<file path="src/rtl/r5p_gpr_wb_ctl.sv">
// GPR write-side controller: clears every register after reset, then merges ALU and LSU
// writebacks (LSU has priority) onto the single GPR write port through one register stage.
module r5p_gpr_wb_ctl #(
    parameter int unsigned AW   = 5,
    parameter int unsigned XLEN = 32,
    parameter bit          CLR  = 1'b1
) (
    input  logic            clk,
    input  logic            rst,
    input  logic            en0,
    input  logic            alu_vld,
    output logic            alu_rdy,
    input  logic [AW-1:0]   alu_adr,
    input  logic [XLEN-1:0] alu_dat,
    input  logic            lsu_vld,
    output logic            lsu_rdy,
    input  logic [AW-1:0]   lsu_adr,
    input  logic [XLEN-1:0] lsu_dat,
    output logic            e_rd,
    output logic [AW-1:0]   a_rd,
    output logic [XLEN-1:0] d_rd,
    output logic            init
);

    localparam logic [0:0] StClear = 1'b0;
    localparam logic [0:0] StRun   = 1'b1;

    localparam logic [AW-1:0] CntOne = {{(AW-1){1'b0}}, 1'b1};

    logic [0:0]      state_q, state_d;
    logic [AW-1:0]   cnt_q, cnt_d;
    logic            e_rd_q, e_rd_d;
    logic [AW-1:0]   a_rd_q, a_rd_d;
    logic [XLEN-1:0] d_rd_q, d_rd_d;

    logic            run;
    logic            wr_vld;
    logic [AW-1:0]   wr_adr;
    logic [XLEN-1:0] wr_dat;
    logic            wr_ok;

    assign run     = (state_q == StRun);
    assign init    = ~run;
    assign lsu_rdy = run;
    assign alu_rdy = run & ~lsu_vld;

    // LSU wins whenever it is valid, so the ALU transfer is implied by alu_vld & ~lsu_vld.
    assign wr_vld = lsu_vld | alu_vld;
    assign wr_adr = lsu_vld ? lsu_adr : alu_adr;
    assign wr_dat = lsu_vld ? lsu_dat : alu_dat;
    assign wr_ok  = wr_vld & (en0 | (|wr_adr));

    always_comb begin
        state_d = state_q;
        cnt_d   = cnt_q;
        e_rd_d  = 1'b0;
        a_rd_d  = a_rd_q;
        d_rd_d  = d_rd_q;
        if (state_q == StClear) begin
            e_rd_d = 1'b1;
            a_rd_d = cnt_q;
            d_rd_d = '0;
            cnt_d  = cnt_q + CntOne;
            if (&cnt_q) begin
                state_d = StRun;
            end
        end else if (wr_ok) begin
            e_rd_d = 1'b1;
            a_rd_d = wr_adr;
            d_rd_d = wr_dat;
        end
    end

    always_ff @(posedge clk) begin
        if (rst) begin
            state_q <= CLR ? StClear : StRun;
            cnt_q   <= '0;
            e_rd_q  <= 1'b0;
            a_rd_q  <= '0;
            d_rd_q  <= '0;
        end else begin
            state_q <= state_d;
            cnt_q   <= cnt_d;
            e_rd_q  <= e_rd_d;
            a_rd_q  <= a_rd_d;
            d_rd_q  <= d_rd_d;
        end
    end

    assign e_rd = e_rd_q;
    assign a_rd = a_rd_q;
    assign d_rd = d_rd_q;

endmodule

</file>
<file path="config.mk">
export PLATFORM = sky130hd
export DESIGN_NAME = r5p_gpr_wb_ctl
export DESIGN_NICKNAME = d
export VERILOG_FILES = /design/src/rtl/r5p_gpr_wb_ctl.sv
export SDC_FILE = /design/constraint.sdc
export NUM_CORES = 1
export LEC_CHECK = 0
export CAP_MARGIN = 10
export CORE_UTILIZATION = 40
export DETAILED_ROUTE_END_ITERATION = 10
export GPL_TIMING_DRIVEN = 0
export PLACE_DENSITY = 0.81
export SETUP_SLACK_MARGIN = 0.15
export SYNTH_ARGS = -nofsm -noshare
export SYNTH_HDL_FRONTEND = slang
export SYNTH_SLANG_ARGS = --single-unit
</file>
<file path="constraint.sdc">
create_clock -name clk -period 2.7 [get_ports clk]
set_clock_uncertainty 0.1 [all_clocks]
set_input_delay 0.27 -clock clk [delete_from_list [all_inputs] [get_ports clk]]
set_output_delay 0.27 -clock clk [all_outputs]
set_load 0.005 [all_outputs]
</file>
==> results.json <==
{
  "first_pass_iters": 6,
  "finalInstanceArea_um2": 3665,
  "critPathMaxStageDelay_ps": 550,
  "cp_max_fo": 10,
  "drt_wl_total_mm": 6.303,
  "overflow": 0,
  "cp.required_ps": 2800,
  "rows": 27,
  "core_area_um2": 5507,
  "clk_pin_slew_worst_paths_ps": 80,
  "fill_cells": 466,
  "setup_viol": 0,
  "yosysSeqAreaShare_pct": 38.49,
  "antenna_found_initial": 0,
  "ys_types": 33,
  "ant_nets": 0,
  "io_buffer_count": 118,
  "arrival_ps": 2490,
  "crit_type": "input port to flip-flop",
  "synthFlopType": "dfxtp_1",
  "syn_to_final_growth_pct": 60.14,
  "p_leak_nw": 1.358,
  "maxSlewViolCount": 0,
  "critical-path-top-delay-family": "simple AND/OR/NAND/NOR gates",
  "hold_class": "flip-flop to flip-flop",
  "end_kind": "flip-flop",
  "die_w_um": 77.64,
  "ios": 120,
  "vias": 2218,
  "avgSynthCellArea_um2": 10.04,
  "vdd_drop_max_mv": 0.1996,
  "clock_sinks": 44,
  "stdcell_count": 425,
  "grt_pass1_wl_mm": 10.24,
  "tightest_slew_ps": 727.7,
  "drt_iter0_markers": 76,
  "synth_area_um2": 2288,
  "power_w": 0.001426,
  "start_kind": "input port",
  "maxCapViolations": 0,
  "finalCriticalPeriod_ps": 2388,
  "cp_num_buf_inv": 4,
  "grt_max_degree": 14,
  "cts_made_buffers": 5,
  "gp_congestion": 0.7999,
  "wl_per_cell_um": 14.83,
  "cp_cell_sequence": "clkdlybuf4s50_1 > or4_1 > or4_1 > buf_2 > and2_4 > buf_6 > buf_6 > a211oi_2",
  "cts_tree": "built",
  "synth_edf_count": 0,
  "die_h_um": 77.64,
  "synthCells": 228,
  "n_antenna_cell": 0,
  "syn_nets": 309,
  "final_nets": 433,
  "clk-insertion-delay-late_ps": 290,
  "grt.total_usage_pct": 21.46,
  "min_period_over_period_pct": 88.45,
  "yosysWarnings": 0,
  "power_density_nw_per_um2": 389.2,
  "grt_pass1_vias": 2158,
  "start_util_pct": 41.56,
  "async_flop_share_pct": 0,
  "ys_ff_latch": 44,
  "status": "finished, final reports clean",
  "fmaxAchievable_mhz": 418.7,
  "post_dp_cell_area_um2": 3560,
  "dp_hpwl_mm": 4.632,
  "cts_root_buf": "clkbuf_8",
  "dp_cells": 418,
  "rsz0062_at_grt": "no",
  "h-tree-depth": 2,
  "hold_violations": 0,
  "slew_headroom_pct": 51.49,
  "finalSetupTns_ps": 0,
  "cts_buffer_depth": 2,
  "vias_per_cell": 5.219,
  "die-area_um2": 6028,
  "layout-drive-gt1-share_pct": 13.31,
  "drc": 0,
  "critical_path.slowest_cell": "or4_1"
}
==> what timing repair did <==
item / 4_1_cts / 5_1_grt
setup buffers: 0 / 0
setup endpoints to repair: 1 / 6
gates resized for setup: 1 / 0
hold buffers: 0 / 0
==> metal layers <==
metal | vias to the layer above | routed length, um | global-route usage, %
li1 | 1108 | - | -
met1 | 1019 | 2822 | 26.83
met2 | 83 | 2959 | 35.31
met3 | 8 | 447 | 6.118
met4 | 0 | 74 | 6.981
met5 | - | 0 | 0
==> synth_stat cells, types with 2 or more instances <==
master    instances  share of area (%)
nor2b_1           3               0.82
dfxtp_1          44                 38
a311oi_1          3                1.1
or4_1             3               0.98
mux2i_1          37                 16
nor2_1           20                3.3
nor4_1            3               0.82
clkbuf_1         17                2.8
a211oi_2         30                 16
buf_2             2               0.44
a21oi_1          37                8.1
ha_1              2                1.1
buf_6             4                2.0
a211oi_1          2               0.66
o21ai_0           2               0.44
xor2_1            2               0.77
==> layout by cell type (no fill, tap or decap), drive strengths merged <==
cell type,synthesis,final
a211oi,32,32
dfxtp,44,44
inv,1,1
a21oi,37,37
a311oi,3,3
bufinv,0,1
o22a,1,1
o311a,1,1
xnor2,1,1
clkbuf,17,22
or3,1,1
o221ai,1,1
xor2,2,2
o21ai,2,2
mux2i,37,37
nor3,1,1
clkinv,0,1
and2,1,1
nor2,20,20
clkdlybuf4s50,0,118
nand2,1,1
a2111oi,1,1
nor2b,3,3
nor4b,1,1
buf,6,6
nor3b,1,1
or4b,1,1
and3,1,1
mux2,1,1
nand2b,1,1
nor4,3,3
or4,3,3
nand4,1,1
ha,2,2
==> area by class of cell <==
class / instances / area, um^2 / area share [%]
Buffer: 22 / 116.4 / 3.175
Clock inverter: 2 / 35.03 / 0.9560
Inverter: 1 / 3.754 / 0.1024
Timing Repair Buffer: 118 / 1181 / 32.23
Tap cell: 72 / 90.09 / 2.458
Clock buffer: 6 / 72.57 / 1.980
Multi-Input combinational cell: 160 / 1285 / 35.06
Sequential cell: 44 / 880.8 / 24.04
==> logic make-up (layout without fill, tap and decap cells) <==
kind of cell | after synthesis | count (layout) | share of synthesized area [%]
compound gates | 78 | 78 | 28.32
flops | 44 | 44 | 38.49
simple gates | 39 | 39 | 8.913
mux | 38 | 38 | 16.68
buf+inv | 24 | 149 | 5.358
xor+xnor | 3 | 3 | 1.148
fa+ha+maj | 2 | 2 | 1.093
==> power breakdown <==
group	switching, W	internal (W)	leakage [nW]
combinational	0.000107	0.000163	0.948
sequential	0.00000613	0.000656	0.356
clock	0.000220	0.000275	0.0552
total	0.000333	0.00109	1.36
==> through the flow <==
stage,util (%),hold WS (ps),setup WS (ps)
global placement,64.64,392.3,-15.73
detailed placement,64.64,396.5,-36.96
floorplan,-,253.1,624.8
finish,66.55,416.9,311.7
CTS,66.62,415.9,252.8
global route,66.55,435.3,236.7
==> sequential cells by signal, indices dropped and copies added, names as in the netlist <==
name,count
a_rd,5
cnt_q,5
lsu_rdy,1
d_rd,32
e_rd,1
==> worst min-delay path, delay by kind of cell (launching register included) <==
kind	cells	cell delay, ps
AOI/OAI and AO/OA	1	80
DFF	1	320
and+or+nand+nor	1	70
==> worst paths after layout <==
path | cells after the start | startpoint | slack (ps) | end
hold / removal | 2 | a_rd[0] | 420 | a_rd[0]
hold reg to reg | 2 | a_rd[0] | 420 | a_rd[0]
setup / recovery | 8 | lsu_vld | 310 | d_rd[28]
setup reg to reg | 3 | lsu_rdy | 1150 | a_rd[3]
Note: power is estimated with default switching activity, not from simulation.
